`src/rtl/if_fetch_pkg.sv`:
```
// Shared bus widths, the nop encoding and the fetch-stage default constants.
package if_fetch_pkg;

  localparam int ADDR_BUS = 32;
  localparam int INST_BUS = 32;
  localparam int DATA_BUS = 32;

  typedef logic [ADDR_BUS-1:0] addr_t;
  typedef logic [INST_BUS-1:0] inst_t;

  // Decode treats an all-zero word as a nop.
  localparam inst_t INST_NOP = '0;

  localparam addr_t RESET_PC_DEFAULT = 32'hBFC0_0000;
  localparam addr_t PC_STEP_DEFAULT  = 32'd4;

endpackage

```
`src/rtl/if_fetch_pc_next_sel.sv`:
```
// Next-PC priority mux: a recorded branch beats a live branch, which beats
// the sequential step. Only consulted on the handoff cycle.
module pc_next_sel
  import if_fetch_pkg::*;
#(
  parameter logic [ADDR_BUS-1:0] PC_STEP = PC_STEP_DEFAULT
) (
  input  logic [ADDR_BUS-1:0] pc,
  input  logic                br_pend,
  input  logic [ADDR_BUS-1:0] br_target,
  input  logic                branch_flag,
  input  logic [ADDR_BUS-1:0] branch_addr,
  output logic [ADDR_BUS-1:0] next_pc
);

  // Select the address of the fetch that follows the delay slot.
  always_comb begin
    // NOTE: assigning a default first keeps every path driven, so no latch is inferred.
    next_pc = pc + PC_STEP;  // 32-bit wrap is intentional
    if (br_pend) begin
      next_pc = br_target;
    end else if (branch_flag) begin
      next_pc = branch_addr;
    end
  end

endmodule

```
`src/rtl/if_fetch.sv`:
```
// Instruction-fetch stage: owns the PC, keeps one ROM request in flight,
// presents the fetched word to decode and applies branch/flush redirects.
module if_fetch
  import if_fetch_pkg::*;
#(
  parameter logic [ADDR_BUS-1:0] RESET_PC = RESET_PC_DEFAULT,
  parameter logic [ADDR_BUS-1:0] PC_STEP  = PC_STEP_DEFAULT
) (
  input  logic                clk,
  input  logic                rst,
  input  logic                stall,
  input  logic                flush,
  input  logic [ADDR_BUS-1:0] flush_pc,
  input  logic                branch_flag,
  input  logic [ADDR_BUS-1:0] branch_addr,
  output logic                rom_en,
  output logic [ADDR_BUS-1:0] rom_addr,
  input  logic                rom_ready,
  input  logic [INST_BUS-1:0] rom_rdata,
  output logic                inst_valid,
  output logic [ADDR_BUS-1:0] addr,
  output logic [INST_BUS-1:0] inst,
  output logic                stall_request
);

  // REQ: request outstanding; HAVE: word buffered for decode;
  // DRAIN: a response is still owed for an abandoned address.
  localparam logic [1:0] ST_REQ   = 2'd0;
  localparam logic [1:0] ST_HAVE  = 2'd1;
  localparam logic [1:0] ST_DRAIN = 2'd2;

  logic [1:0]          state;
  logic [ADDR_BUS-1:0] pc;
  logic [ADDR_BUS-1:0] drain_addr;
  logic [INST_BUS-1:0] inst_buf;
  logic                br_pend;
  logic [ADDR_BUS-1:0] br_target;
  logic [ADDR_BUS-1:0] next_pc;

  pc_next_sel #(
    .PC_STEP(PC_STEP)
  ) u_pc_next_sel (
    .pc          (pc),
    .br_pend     (br_pend),
    .br_target   (br_target),
    .branch_flag (branch_flag),
    .branch_addr (branch_addr),
    .next_pc     (next_pc)
  );

  // Branches seen while the delay slot is still being fetched are recorded
  // and applied at handoff; stalled cycles carry stale decode operands.
  logic capture_branch;
  assign capture_branch = branch_flag && !stall;

  // State, PC and buffers; flush outranks stall and branch in every state.
  always_ff @(posedge clk or posedge rst) begin
    if (rst) begin
      state      <= ST_REQ;
      pc         <= RESET_PC;
      drain_addr <= '0;
      inst_buf   <= INST_NOP;
      br_pend    <= 1'b0;
      br_target  <= '0;
    end else if (flush) begin
      // NOTE: non-blocking assignments let every register sample pre-edge values.
      pc       <= flush_pc;
      br_pend  <= 1'b0;
      inst_buf <= INST_NOP;
      case (state)
        ST_REQ: begin
          if (rom_ready) begin
            state <= ST_REQ;
          end else begin
            // Keep the abandoned address on the bus until the ROM answers.
            state      <= ST_DRAIN;
            drain_addr <= pc;
          end
        end
        // Still owing the old response; only a same-cycle ready settles it.
        ST_DRAIN: state <= rom_ready ? ST_REQ : ST_DRAIN;
        default:  state <= ST_REQ;
      endcase
    end else begin
      case (state)
        ST_REQ: begin
          if (capture_branch) begin
            br_pend   <= 1'b1;
            br_target <= branch_addr;
          end
          if (rom_ready) begin
            inst_buf <= rom_rdata;
            state    <= ST_HAVE;
          end
        end
        ST_HAVE: begin
          if (!stall) begin
            pc      <= next_pc;
            br_pend <= 1'b0;
            state   <= ST_REQ;
          end
        end
        ST_DRAIN: begin
          if (capture_branch) begin
            br_pend   <= 1'b1;
            br_target <= branch_addr;
          end
          if (rom_ready) begin
            state <= ST_REQ;
          end
        end
        default: state <= ST_REQ;
      endcase
    end
  end

  assign rom_en        = !rst && (state != ST_HAVE);
  assign rom_addr      = (state == ST_DRAIN) ? drain_addr : pc;
  assign inst_valid    = (state == ST_HAVE);
  assign addr          = pc;
  assign inst          = inst_valid ? inst_buf : INST_NOP;
  assign stall_request = !rst && (state != ST_HAVE);

endmodule

```
`config.mk`:
```
export PLATFORM = sky130hd
export DESIGN_NAME = if_fetch
export DESIGN_NICKNAME = d
export VERILOG_FILES = /design/src/rtl/if_fetch_pkg.sv /design/src/rtl/if_fetch_pc_next_sel.sv /design/src/rtl/if_fetch.sv
export SDC_FILE = /design/constraint.sdc
export NUM_CORES = 1
export LEC_CHECK = 0
export CAP_MARGIN = 40
export CORE_MARGIN = 2
export CORE_UTILIZATION = 45
export CTS_BUF_LIST = sky130_fd_sc_hd__clkbuf_8
export DETAILED_ROUTE_END_ITERATION = 10
export PLACE_DENSITY = 0.79
export SYNTH_ARGS = -nofsm -noshare
export SYNTH_HDL_FRONTEND = slang
export SYNTH_SLANG_ARGS = --single-unit
```
`constraint.sdc`:
```
create_clock -name clk -period 3.7 [get_ports clk]
set_input_delay 0.37 -clock clk [delete_from_list [all_inputs] [get_ports clk]]
set_output_delay 0.37 -clock clk [all_outputs]
set_load 0.02 [all_outputs]
```
; ---- Word level (Yosys, flattened, before mapping)
; Index checks and enable logic that the tools add are counted.
[word_totals]
reg_bits = 131
output_inout_bits = 99
word_cells = 54
[op_classes]
add_sub_neg = 1
n_eq_ne = 8
muxes = 21
bitwise = 2
n_reduce_logical = 16
[ops]
columns = operator, count
row1 = $mux 32, 10
row2 = $add 32x3->32 const B, 1
row3 = $mux 2, 6
row4 = $reduce_and 3->1, 4
row5 = $ne 3x3->1 const B, 3
row6 = $pmux 2 s3, 1
row7 = $reduce_bool 2->1, 3
row8 = $ne 2x1->1 const B, 2
row9 = $reduce_and 2->1, 2
row10 = $mux 1, 3
row11 = $ne 3x1->1 const B, 1
row12 = $reduce_bool 3->1, 1
row13 = $eq 2x1->1 const B, 1
row14 = $eq 2x2->1 const B, 1
row15 = $logic_and 1x1->1, 2
row16 = $logic_not 1->1, 2
row17 = $logic_not 2->1, 1
row18 = $not 1->1, 2
row19 = $pmux 1 s2, 1
row20 = $reduce_or 2->1, 1

; ---- Depth between registers and ports, before layout
[depth]
ltp_word = 6
mapped_depth = 8

; ---- By module
; A second synthesis with hierarchy kept.
[unflattened]
cells_unflattened = 595
area_unflattened_um2 = 7193.1
[by_module_without_submodules]
columns = mod, instances, cells_per_inst, area_per_inst_um2
row1 = if_fetch, 1, 402, 5940.7
row2 = pc_next_sel, 1, 193, 1252.5

; ---- Worst setup path after synthesis
; OpenSTA, ideal clock, no wires.
[synth_timing]
path_type = register to register
startpoint = register pc[5] (netlist: addr[5])
endpoint = register pc[21] (netlist: addr[21])
setup_ps = 86
t_arrival_ps = 2282
t_required_ps = 3614
path_slack_ps = 1332
stages_incl_launch_ff = 8
cell_sequence = dfrtp_1 > buf_4 > nand4_2 > or3_1 > buf_2 > or4_4 > or4_1 > a32oi_1
[synth_via]
elab_chain_len = 6
[synth_lines]
columns = element, line
row1 = start: declaration, if_fetch.sv:33  ; logic [ADDR_BUS-1:0] pc;
row2 = start signal: assignment, if_fetch.sv:67  ; pc <= flush_pc;
row3 = start signal: assignment, if_fetch.sv:98  ; pc <= next_pc;
row4 = $add 32x3->32, if_fetch_pc_next_sel.sv:19  ; next_pc = pc + PC_STEP;
row5 = $mux 32, if_fetch_pc_next_sel.sv:22  ; end else if (branch_flag) begin
row6 = $mux 32, if_fetch_pc_next_sel.sv:20  ; if (br_pend) begin
row7 = $mux 32, if_fetch.sv:97  ; if (!stall) begin
row8 = $mux 32, if_fetch.sv:85  ; case (state)
row9 = $mux 32, if_fetch.sv:65  ; end else if (flush) begin
; No other way between the ends. The select of a mux whose other input is x is not followed.
; A chain may end at the register's enable or synchronous reset.

; ---- Final worst setup path
[layout_timing]
startpoint = register state[1]
endpoint = output port rom_addr[13]
[layout_via]
elab_chain_len = 2
[layout_lines]
columns = element, line
row1 = start: declaration, if_fetch.sv:32  ; logic [1:0] state;
row2 = start signal: assignment, if_fetch.sv:81  ; ST_DRAIN: state <= rom_ready ? ST_REQ : ST_DRAIN;
row3 = $eq 2x2->1, if_fetch.sv:118  ; assign rom_addr = (state == ST_DRAIN) ? drain_addr : pc;
row4 = $mux 32, if_fetch.sv:118
row5 = end: declaration, if_fetch.sv:17  ; output logic [ADDR_BUS-1:0] rom_addr,
; No other way between the ends.

==> out/results.txt <==
setup violators final: 0
CTS tree: built
Post-CTS Setup Inserts: 0
R2R cell count: 5
port bufs: 200
die area: 0.0168 mm²
core area: 0.0153 mm²
Net Sw Frac: 29.4%
CP max FO: 21
Peak VDD IR: 0.000237 V
status: finished, final reports clean
Gate Count Post-Synth: 703
Critical Path, Cell by Cell: nor2b_4 -> buf_4 -> mux2_2 -> clkdlybuf4s50_1
H-tree levels: 4
Clock Skews: 0.0131 ns
post-synth net total: 806
crit path kind: flip-flop to output port
CTS buffer count: 17
Synth Flop Type: dfrtp_1
Starting DRT DRC Count: 626
hpwl dp: 15300 µm
f_max: 319 MHz
final setup TNS: 0 ns
clock group share of total power: 31.2%
Post-CTS Hold Buffers: 0
largest net degree at the start of global routing: 41
fraction of layout cells with a size suffix above 1: 18.3%
Hold Vio Cnt, Final: 0
clk sink count: 131
Clk Latency, worst-skew pair: 0.45 ns
Period Utilization, post-route: 84.6%
post-synth cell types: 64
slowest CP cell: clkdlybuf4s50_1
Yosys reg bits: 131
Total Wirelength: 21600 µm
reg-to-reg endpoint: addr[21]
Placement Rows: 45
R2R Path Start: addr[4]
Overflow after GRT: 0
clk buf depth: 2
vias in the first global route: 6080
post-cts sizing count: 0
Pleak: 3.95 nW
Startpoint Class: flip-flop
reg2reg setup slack: 1.07 ns
initial antenna violation count: 0
Place WS: 0.871 ns
I/O pin cnt: 201
fin. max-slew vios: 0
Area Growth Syn to Fin: 38.3%
final instance area: 0.00982 mm²
placed insts: 1078
vias per cell: 5.74
xor/xnor share of the synthesized area: 1.23%
register area share after synthesis: 46.3%
crit path from: state[1]
post-route ant nets: 0
largest family of logic cells by synthesized area: simple AND/OR/NAND/NOR gates
Post-synth EDFFs: 0
CP Data Arrival Time: 2.76 ns
Nets: 989
Non-Filler Instances: 1110
adder-cell share of the synthesized area: 0.176%
global placement routability congestion: 0.887
placed inst area: 0.00937 mm²
RSZ-0062 raised after global routing: no
part of the power in combinational logic: 25.8%
via count: 6367
DIE HEIGHT: 130 µm
global-route wire length before repair: 33600 µm
PwrDens: 450 mW/mm²
DRT Pass-1 Iters: 5
gr usage total: 26.0%
Post-Route Utilization: 64.1%
Worst Tran Pin Value: 0.735 ns
wire per inst: 19.5 µm
CTS root buffer: clkbuf_8
drc violations: 0
worst path required time: 3.33 ns
total of max-cap violations: 0
Syn Area/Cell: 10.1 µm²
yosys warns: 0
clk slew on worst S/H paths: 0.07 ns
Net Sw Power: 1.30 mW
post-synthesis mux area share: 15.6%
Post-Syn Area: 0.00710 mm²
Simple-Gate Fraction of Synth Area: 16.3%
Sequential Power Share: 43.0%
Async S/R FF share, synth: 100%
post-route setup slack: 0.569 ns
internal power: 3.12 mW
CP max stage delay: 0.56 ns
Synth Area in Compound Gates: 16.1%
initial core utilization: 46.4%
die width: 130 µm
Tmin final: 3.13 ns
crit end category: output port
Hold Path Class: primary input to asynchronous set/reset pin
Relative slew margins: 51.0%
-- sequential cells by signal, summed over array words and instances (netlist names) --
signal      flops
drain_addr     32
br_pend         1
state           2
br_target      32
addr           32
inst_buf       32
-- cells in the final DEF, fill, tap and decap left out, types with 8 or more instances in the layout --
| master | n |
|---|---|
| nor2_1 | 30 |
| a22o_1 | 32 |
| nand2_1 | 69 |
| a211oi_1 | 9 |
| nand4_1 | 16 |
| mux2i_1 | 14 |
| clkdlybuf4s50_1 | 199 |
| clkbuf_8 | 19 |
| buf_4 | 17 |
| a21oi_1 | 27 |
| nand3_1 | 17 |
| inv_1 | 19 |
| and2_1 | 33 |
| dfstp_2 | 9 |
| mux2_2 | 86 |
| o21ai_0 | 47 |
| o211ai_1 | 8 |
| and3_1 | 8 |
| dfrtp_1 | 122 |
-- final cells by class --
type,count,area (µm²)
diodes,1,2.50
fillers,1253,5490
clock buffers,19,262
inverters,17,67.6
clock inverters,12,189
flip-flops and latches,131,3290
multi-input cells,498,3550
well taps,211,264
repair buffers,221,2200
-- how the worst max path moves through the flow --
stage / cells past startpoint / slack [ns] / end
6_report: 4 / 0.57 / rom_addr[13]
3_3_place_gp: 6 / 0.92 / addr[14]
4_1_cts: 4 / 0.54 / rom_addr[13]
2_1_floorplan: 7 / 1.33 / addr[21]
3_5_place_dp: 6 / 0.87 / addr[14]
5_1_grt: 4 / 0.43 / rom_addr[13]
-- cell usage after synthesis, types with 2 or more instances --
cell | instances | area share (%)
a2111oi_0 | 2 | 0.25
a211oi_1 | 9 | 0.95
a21oi_1 | 28 | 2.0
a221o_1 | 3 | 0.42
a221oi_1 | 2 | 0.25
a22o_1 | 32 | 3.9
a2bb2oi_1 | 5 | 0.62
a31o_2 | 2 | 0.25
a31oi_1 | 2 | 0.18
a41oi_1 | 2 | 0.25
and2_1 | 33 | 2.9
and3_1 | 8 | 0.70
and4_1 | 2 | 0.25
buf_1 | 5 | 0.26
buf_2 | 3 | 0.21
buf_4 | 5 | 0.53
clkbuf_1 | 44 | 2.3
dfrtp_1 | 122 | 43
dfstp_2 | 9 | 3.3
inv_1 | 17 | 0.90
mux2_2 | 86 | 14
mux2i_1 | 14 | 2.0
nand2_1 | 69 | 3.6
nand2b_1 | 3 | 0.26
nand3_1 | 17 | 1.2
nand3_2 | 3 | 0.42
nand4_1 | 16 | 1.4
nor2_1 | 30 | 1.6
nor2b_1 | 2 | 0.18
nor3_1 | 6 | 0.42
nor3b_1 | 4 | 0.42
nor4_1 | 8 | 0.70
o211ai_1 | 8 | 0.85
o21a_1 | 2 | 0.21
o21ai_0 | 47 | 3.3
o221ai_1 | 2 | 0.25
o22a_1 | 3 | 0.37
o311ai_0 | 5 | 0.62
o31ai_1 | 4 | 0.42
or3_1 | 4 | 0.35
or4_1 | 3 | 0.32
or4_2 | 2 | 0.25
xnor2_1 | 7 | 0.86
xor2_1 | 3 | 0.37
-- metal layers --
layer,vias up,global-route usage [%],share of wire (%),wire length (µm)
met2,301,39.7,47,10200
met1,3090,37.5,43,9390
met4,0,8.48,1.9,416
li1,2941,-,-,-
met5,-,0,0,0
met3,35,4.71,7.7,1660
-- cells by family after synthesis --
logic type / count (synthesis)
AO/OA/AOI/OAI: 167
XOR/XNOR: 10
adder cells (fa/ha/maj): 1
buffers and inverters: 74
flip-flops: 131
multiplexers: 100
AND/OR/NAND/NOR: 220
-- per-stage QoR --
stage	hold WS, ns	power [mW]
2_1_floorplan	0.441	2.54
3_5_place_dp	0.483	3.06
6_report	0.233	4.42
5_1_grt	0.226	4.62
4_1_cts	0.207	4.44
3_3_place_gp	0.479	3.02
-- power groups by stage --
stage	Sequential (mW)	Combinational [mW]	Clock, mW
final	1.90	1.14	1.38
after global routing	1.93	1.23	1.46
after CTS	1.89	1.14	1.40
after detailed placement	1.92	1.14	0
after global placement	1.91	1.11	0
after floorplan	1.88	0.652	0
-- critical path, delay by kind of cell, from the launching register on --
family / cells / cell delay (ns)
buf+inv: 2 / 0.91
flops: 1 / 0.49
mux: 1 / 0.37
simple gates: 1 / 0.53
No activity file was read; power rests on OpenSTA's default activity.
